$ cat config.mk
export PLATFORM = sky130hd
export DESIGN_NAME = nanorv32_trace_serializer
export DESIGN_NICKNAME = d
export VERILOG_FILES = /design/src/rtl/nanorv32_trace_serializer.sv
export SDC_FILE = /design/constraint.sdc
export NUM_CORES = 1
export LEC_CHECK = 0
export BUFFER_PORTS_ARGS = -buffer_cell sky130_fd_sc_hd__buf_4
export CAP_MARGIN = 20
export CORE_MARGIN = 2
export CORE_UTILIZATION = 40
export CTS_CLUSTER_SIZE = 12
export DETAILED_ROUTE_END_ITERATION = 6
export PLACE_DENSITY = 0.58
export SLEW_MARGIN = 20
export SYNTH_ARGS = -nofsm -noshare
export SYNTH_HDL_FRONTEND = slang
export SYNTH_SLANG_ARGS = --single-unit
$ cat constraint.sdc
create_clock -name clk -period 5.15 [get_ports clk]
set_input_delay 0.515 -clock clk [delete_from_list [all_inputs] [get_ports clk]]
set_output_delay 0.515 -clock clk [all_outputs]
set_load 0.005 [all_outputs]
$ cat src/rtl/nanorv32_trace_serializer.sv
// rtl/nanorv32_trace_serializer.sv - retired-instruction trace capture FIFO and 34-byte ASCII line serializer
module nanorv32_trace_serializer #(
    parameter int FIFO_DEPTH = 4,
    parameter int DROP_CNT_W = 16
) (
    input  logic                          clk,
    input  logic                          rst_n,
    input  logic                          enable,
    input  logic                          trace_valid,
    input  logic [31:0]                   trace_pc,
    input  logic [79:0]                   ascii_chain,
    input  logic [31:0]                   reg_to_ascii_rd,
    input  logic                          rd_wr_en,
    input  logic [31:0]                   rd_wdata,
    output logic [7:0]                    tx_byte,
    output logic                          tx_valid,
    input  logic                          tx_ready,
    output logic [$clog2(FIFO_DEPTH):0]   fifo_level,
    output logic [DROP_CNT_W-1:0]         drop_cnt,
    output logic                          busy
);

    localparam int PW    = $clog2(FIFO_DEPTH);
    localparam int LW    = PW + 1;
    localparam int REC_W = 177;
    localparam logic [5:0] LAST_IDX = 6'd33;

    typedef enum logic {
        IDLE,
        SEND
    } state_t;

    state_t             state_q, state_d;
    logic [5:0]         idx_q, idx_d;
    logic [LW-1:0]      level_q;
    logic [PW-1:0]      wr_ptr_q, rd_ptr_q;
    logic [REC_W-1:0]   mem [FIFO_DEPTH];
    logic [REC_W-1:0]   rec_q;
    logic [DROP_CNT_W-1:0] drop_q;

    logic push_req, full, empty, push, drop, pop;

    // Record layout: {pc, mnemonic, rd name, rd_wr_en, wdata}
    logic [31:0] rec_pc;
    logic [79:0] rec_mn;
    logic [31:0] rec_rd;
    logic        rec_we;
    logic [31:0] rec_wd;

    assign rec_pc = rec_q[176:145];
    assign rec_mn = rec_q[144:65];
    assign rec_rd = rec_q[64:33];
    assign rec_we = rec_q[32];
    assign rec_wd = rec_q[31:0];

    assign push_req = enable && trace_valid;
    assign full     = (level_q == LW'(FIFO_DEPTH));
    assign empty    = (level_q == '0);
    assign push     = push_req && !full;
    assign drop     = push_req && full;
    assign pop      = (state_q == IDLE) && !empty;

    always_ff @(posedge clk) begin
        if (push) begin
            mem[wr_ptr_q] <= {trace_pc, ascii_chain, reg_to_ascii_rd, rd_wr_en, rd_wdata};
        end
    end

    always_ff @(posedge clk or negedge rst_n) begin
        if (!rst_n) begin
            wr_ptr_q <= '0;
            rd_ptr_q <= '0;
            level_q  <= '0;
            drop_q   <= '0;
            rec_q    <= '0;
        end else begin
            if (push) begin
                wr_ptr_q <= wr_ptr_q + PW'(1);
            end
            if (pop) begin
                rd_ptr_q <= rd_ptr_q + PW'(1);
                rec_q    <= mem[rd_ptr_q];
            end
            if (push && !pop) begin
                level_q <= level_q + LW'(1);
            end else if (pop && !push) begin
                level_q <= level_q - LW'(1);
            end
            if (drop && (drop_q != '1)) begin
                drop_q <= drop_q + DROP_CNT_W'(1);
            end
        end
    end

    always_ff @(posedge clk or negedge rst_n) begin
        if (!rst_n) begin
            state_q <= IDLE;
            idx_q   <= '0;
        end else begin
            state_q <= state_d;
            idx_q   <= idx_d;
        end
    end

    always_comb begin
        state_d = state_q;
        idx_d   = idx_q;
        case (state_q)
            IDLE: begin
                if (!empty) begin
                    state_d = SEND;
                    idx_d   = '0;
                end
            end
            SEND: begin
                if (tx_ready) begin
                    if (idx_q == LAST_IDX) begin
                        state_d = IDLE;
                        idx_d   = '0;
                    end else begin
                        idx_d = idx_q + 6'd1;
                    end
                end
            end
            default: begin
                state_d = IDLE;
                idx_d   = '0;
            end
        endcase
    end

    function automatic logic [7:0] hex_char(input logic [3:0] n);
        return (n < 4'd10) ? (8'h30 + {4'h0, n}) : (8'h57 + {4'h0, n});
    endfunction

    // Zero bytes in decoder strings are padding and print as blanks
    function automatic logic [7:0] pad_char(input logic [7:0] b);
        return (b == 8'h00) ? 8'h20 : b;
    endfunction

    logic [7:0] line [34];

    always_comb begin
        for (int i = 0; i < 34; i++) begin
            line[i] = 8'h20;
        end
        for (int i = 0; i < 8; i++) begin
            line[i]      = hex_char(rec_pc[28-4*i +: 4]);
            line[25 + i] = rec_we ? hex_char(rec_wd[28-4*i +: 4]) : 8'h2d;
        end
        for (int i = 0; i < 10; i++) begin
            line[9 + i] = pad_char(rec_mn[72-8*i +: 8]);
        end
        for (int i = 0; i < 4; i++) begin
            line[20 + i] = rec_we ? pad_char(rec_rd[24-8*i +: 8]) : 8'h2d;
        end
        line[8]  = 8'h20;
        line[19] = 8'h20;
        line[24] = 8'h3d;
        line[33] = 8'h0a;
    end

    assign tx_valid   = (state_q == SEND);
    assign tx_byte    = (state_q == SEND) ? line[idx_q] : 8'h00;
    assign fifo_level = level_q;
    assign drop_cnt   = drop_q;
    assign busy       = (state_q == SEND) || (level_q != '0);

endmodule

**Yosys cells after proc, flatten, opt, wreduce, memory -nomap -nowiden**

Memory sizes are Yosys's and may differ from the RTL's. A register that Yosys moved wholly into a read port is not among the register bits.
Index checks and enable logic that the tools add are counted.

- Memory bits (writable): 708
- Output and inout bits: 29
- Register bits: 30
- Memories kept: 1

- Add/sub/neg operators: 38
- Bitwise operators: 2
- Mux-type cells: 58
- Magnitude comparators: 17
- Reductions and logical operators: 31
- Equal/unequal tests: 5

Memories:

| memory | depth | bits a word | rd ports | clocked after Yosys merged registers in | write ports | RTL line | RTL |
|---|---|---|---|---|---|---|---|
| mem | 4 | 177 | 1 | 1 | 1 | 37 | `logic [REC_W-1:0] mem [FIFO_DEPTH];` |

Operators by type and width:

| cell | number |
|---|---|
| 8-bit 2-to-1 mux | 45 |
| 7-bit by 4-bit adder with 8-bit output, first input constant | 16 |
| 6-bit by 4-bit adder with 7-bit output, first input constant | 16 |
| 8-bit logical NOT | 14 |
| 4-bit less-than comparator, second input constant | 16 |
| 8-bit binary-select mux with 6-bit select | 1 |
| 6-bit 2-to-1 mux | 3 |
| 16-bit by 1-bit adder with 16-bit output, second input constant | 1 |
| 16-bit inequality test, second input constant | 1 |
| 6-bit one-hot mux with 2 select lines | 1 |
| 7-bit >= comparator, second input constant | 1 |
| 1-bit logical AND | 7 |
| 6-bit NOT with 7-bit output | 1 |
| 6-bit by 1-bit adder with 6-bit output, second input constant | 1 |
| 6-bit equality test, second input constant | 1 |
| 3-bit 2-to-1 mux | 2 |
| 1-bit logical NOT | 5 |
| 1-bit 2-to-1 mux | 5 |
| 2-bit by 1-bit adder with 2-bit output, second input constant | 2 |
| 2-bit inequality test, second input constant | 2 |
| 3-bit by 1-bit adder with 3-bit output, second input constant | 1 |
| 3-bit equality test, second input constant | 1 |
| 3-bit logical NOT | 1 |
| 3-bit nonzero test | 1 |
| 6 further kinds | 6 |

**Logic depth before layout (Yosys ltp)**

- Depth after elaboration: 7
- Mapped depth: 11
- Gate-level depth less buffers: 9

**Least setup slack after synthesis**

No wires, ideal clock.

- Path kind: input -> register
- Start: in enable
- End: mem mem[2][0], enable pin
- Required time: 4591 ps
- Cell stages on the path: 3
- Library setup time: 559 ps
- Data arrival time: 4998 ps
- Slack: -407 ps
- Cells stage by stage: nand2_1 a21oi_1 and2_1

- Longest elaborated chain between the ends: 4

Ends and longest elaborated chain:

| what | RTL line | RTL |
|---|---|---|
| start: declaration | 8 | `input logic enable,` |
| 1-bit logical AND | 56 | `assign push_req = enable && trace_valid;` |
| 1-bit logical AND | 59 | `assign push = push_req && !full;` |
| named net push | 41 | `logic push_req, full, empty, push, drop, pop;` |
| 1-bit 2-to-1 mux | 64 | `if (push) begin` |
| 1-bit 2-to-1 mux (not written as such) | 65 | `mem[wr_ptr_q] <= {trace_pc, ascii_chain, reg_to_ascii_rd, rd_wr_en, rd_wdata};` |
| end: declaration | 37 |  |

The timed path passes the listed nets, and every way through them passes these cells.

**Worst setup path after layout**

- Start: reg idx_q[1]
- End: out tx_byte[6]

- Longest elaborated chain between the ends: 5

Ends and longest elaborated chain:

| what | RTL line | RTL |
|---|---|---|
| start: declaration | 34 | `logic [5:0] idx_q, idx_d;` |
| start signal: assignment | 101 | `idx_q <= idx_d;` |
| 6-bit NOT with 7-bit output (not written as such) | 164 | `assign tx_byte = (state_q == SEND) ? line[idx_q] : 8'h00;` |
| 8-bit binary-select mux with 6-bit select | 164 |  |
| 8-bit 2-to-1 mux (not written as such) (2 in a row) | 164 |  |
| 8-bit 2-to-1 mux | 164 |  |
| end: declaration | 15 | `output logic [7:0] tx_byte,` |

No other way between the ends. The select of a mux whose other input is x is not followed.

==> results.json <==
{
  "status": "finished clean",
  "wl_mm": 86.91,
  "core_um2": 91520,
  "cts_root_buf": "clkbuf_16",
  "seq_area_frac_synth_pct": 71.77,
  "yosys-top-cells-area": "edfxtp_1, dfrtp_1, mux4_2",
  "power_mw": 17.30,
  "p_sw_share_pct": 24.35,
  "avgSynthCellArea_um2": 18.56,
  "grt_pass1_vias": 19710,
  "rows": 111,
  "finalMaxSlewViolations": 0,
  "grt_pass1_wl_mm": 129.6,
  "syn_area_um2": 36840,
  "synth_ff_type": "edfxtp_1",
  "io_pins": 211,
  "h-tree-depth": 3,
  "wl_per_cell_um": 24.71,
  "fmax_mhz": 240.8,
  "drt-pass1-iter-count": 5,
  "path_clk_slew_ps": 60,
  "hold_viol_final": 0,
  "pwr-share-comb_pct": 11.6,
  "internal_power_mw": 13.09,
  "pwr-share-seq_pct": 51.3,
  "p_sw_mw": 4.213,
  "synth_area_leader_cell": "edfxtp_1",
  "drt-initial-drc-count": 1519,
  "synthAdderAreaFrac_pct": 0.8694,
  "cp-startpoint": "idx_q[1]",
  "yosysMostFrequentCell": "edfxtp_1",
  "synth_compound_area_share_pct": 4.252,
  "ys_seq_elements": 915,
  "grtUsageTotal_pct": 18.46,
  "synth_xor_area_share_pct": 0.8796,
  "min_path_type": "in -> reg",
  "synth_common_cells": "edfxtp_1, dfrtp_1, mux4_2, mux2_2, o21ai_0",
  "clkSinkCount": 915,
  "dieArea_um2": 94550,
  "post-route-period-util_pct": 80.65,
  "crit_path_end_kind": "output pin",
  "timing.rr.start": "fifo_level[0]",
  "worst_pin_slew_ps": 955.7,
  "p_clk_share_pct": 37.1,
  "muxShareOfSynthArea_pct": 16.77,
  "whs_ps": 53.28,
  "maxCapViolations": 0,
  "drc_errors": 0,
  "synth_top_family_by_area": "multiplexers",
  "die_w_um": 307.5,
  "arrival_ps": 3640,
  "synthSimpleGateAreaFrac_pct": 3.688,
  "layout-drive-gt1-share_pct": 31.22,
  "hold_start": "ascii_chain[29]",
  "synthDominantCellAreaShare_pct": 57.71,
  "ys.warnings.count": 0,
  "final_antenna_net_count": 0,
  "cts_tree": "yes",
  "antenna_found_initial": 1,
  "port_buffers": 210,
  "min_period_ps": 4153,
  "hpwlAfterDp_mm": 57.45,
  "required_ps": 4640,
  "cts_setup_buffers": 0,
  "place_congestion": 0.8784,
  "cts_inserted_buffers": 96,
  "async_flop_share_pct": 22.62,
  "p_per_area_nw_per_um2": 402.4,
  "p_leak_nw": 14.77,
  "grt_max_degree": 118,
  "grt_overflow_total": 0,
  "critical_path_class": "reg -> out",
  "rsz0062_at_grt": "false",
  "cp-start-kind": "flip-flop",
  "synth_cell_types": 72,
  "die_h_um": 307.5,
  "slew-limit-headroom_pct": 36.16,
  "antenna_cells": 0,
  "setup_viol": 0,
  "cts.path.max_buffers": 3,
  "syn_inst": 1985,
  "num_vias": 19180,
  "ir_worst_vdd_v": 0.0002650,
  "crit_fanout": 22,
  "synth_edf_count": 708,
  "finClkSkew_ps": 31.02,
  "area_growth_pct": 16.70,
  "final_nets": 2459,
  "insertion_delay_ps": 670,
  "tns_ps": 0,
  "via_per_inst": 5.453,
  "initial_core_util_pct": 40.25,
  "synthesis.nets": 2192
}
## logic make-up after synthesis
kind of cell / count (synthesis)
compound gates: 252
xor+xnor: 37
fa+ha+maj: 25
buf+inv: 138
flops: 915
mux: 356
simple gates: 262
## layer usage
metal	part of all wire [%]	up-vias	global-route usage [%]
li1	-	8512	-
met1	44	10060	25.82
met2	48	506	29.74
met3	5.9	106	3.696
met4	1.8	2	4.663
met5	0.015	-	0
## worst max-delay path: stages (launching register included)
cell,delay [ps]
dfrtp_2,650
nor2b_1,820
o211ai_1,280
nand3_1,150
o211a_1,140
o311ai_0,150
a31oi_1,540
buf_4,220
## area by class of cell
type / instances / area [um2]
Sequential cell: 915 / 26450
Clock inverter: 38 / 250.2
Inverter: 42 / 157.7
Tap cell: 1186 / 1484
Fill cell: 7735 / 48530
Multi-Input combinational cell: 932 / 9767
Timing Repair Buffer: 265 / 2215
Clock buffer: 140 / 2670
## registers in the layout, summed over array words and instances (netlist names)
register,count
mem,708
rec_q,177
drop_cnt,16
idx_q,6
fifo_level,3
rd_ptr_q,2
wr_ptr_q,2
tx_valid,1
## cells in the final DEF, fill, tap and decap left out, types with 13 or more instances in the layout
master	Yosys	layout
nor2_1	38	37
clkbuf_1	31	36
buf_4	5	229
clkinv_1	1	21
a21oi_1	60	60
dlygate4sd3_1	0	22
nand2_1	86	86
nor3_1	27	27
buf_12	0	13
nor2b_1	19	19
nor4_1	15	15
ha_1	24	24
a211oi_1	33	33
nand3_1	15	15
edfxtp_1	708	708
clkbuf_16	0	98
mux2_2	151	151
o211ai_1	13	13
o21ai_0	87	87
inv_1	40	40
xnor2_1	32	32
mux4_2	194	194
dfrtp_1	207	203
## timing repair
action | 4_1_cts | 5_1_grt
gates resized for setup | 0 | 0
hold buffers | 22 | 0
endpoints found under the hold margin | 162 | 0
## final timing paths
check,end,slack (ps),cells after the start
min reg2reg,drop_cnt[9],500,1
min,mem[1][94],50,1
min in group asynchronous,rec_q[71],460,2
max,tx_byte[6],1000,7
max reg2reg,mem[3][81],2320,4
max in group asynchronous,rec_q[4],3510,3
## per-stage QoR
stage          utilization (%)  worst slack, ps  instances  cell area (um2)
2_1_floorplan                -             1550       1985            36850
4_1_cts                  46.98            970.4       3518            42990
5_1_grt                  46.98            696.4       3518            42990
3_5_place_dp             43.54             1723       3318            39850
6_report                 46.98            996.6       3518            42990
3_3_place_gp             43.54             1725       3318            39850
## power groups by stage
| stage | clock [mW] | combinational [mW] | sequential [mW] |
|---|---|---|---|
| 2_1_floorplan | 0 | 1.16 | 8.97 |
| 3_5_place_dp | 0 | 2.04 | 9.03 |
| 5_1_grt | 6.87 | 2.18 | 8.93 |
| 3_3_place_gp | 0 | 2.00 | 9.00 |
| 4_1_cts | 6.59 | 2.06 | 8.89 |
| 6_report | 6.41 | 2.01 | 8.88 |
Power figures use the tool's default switching activity.
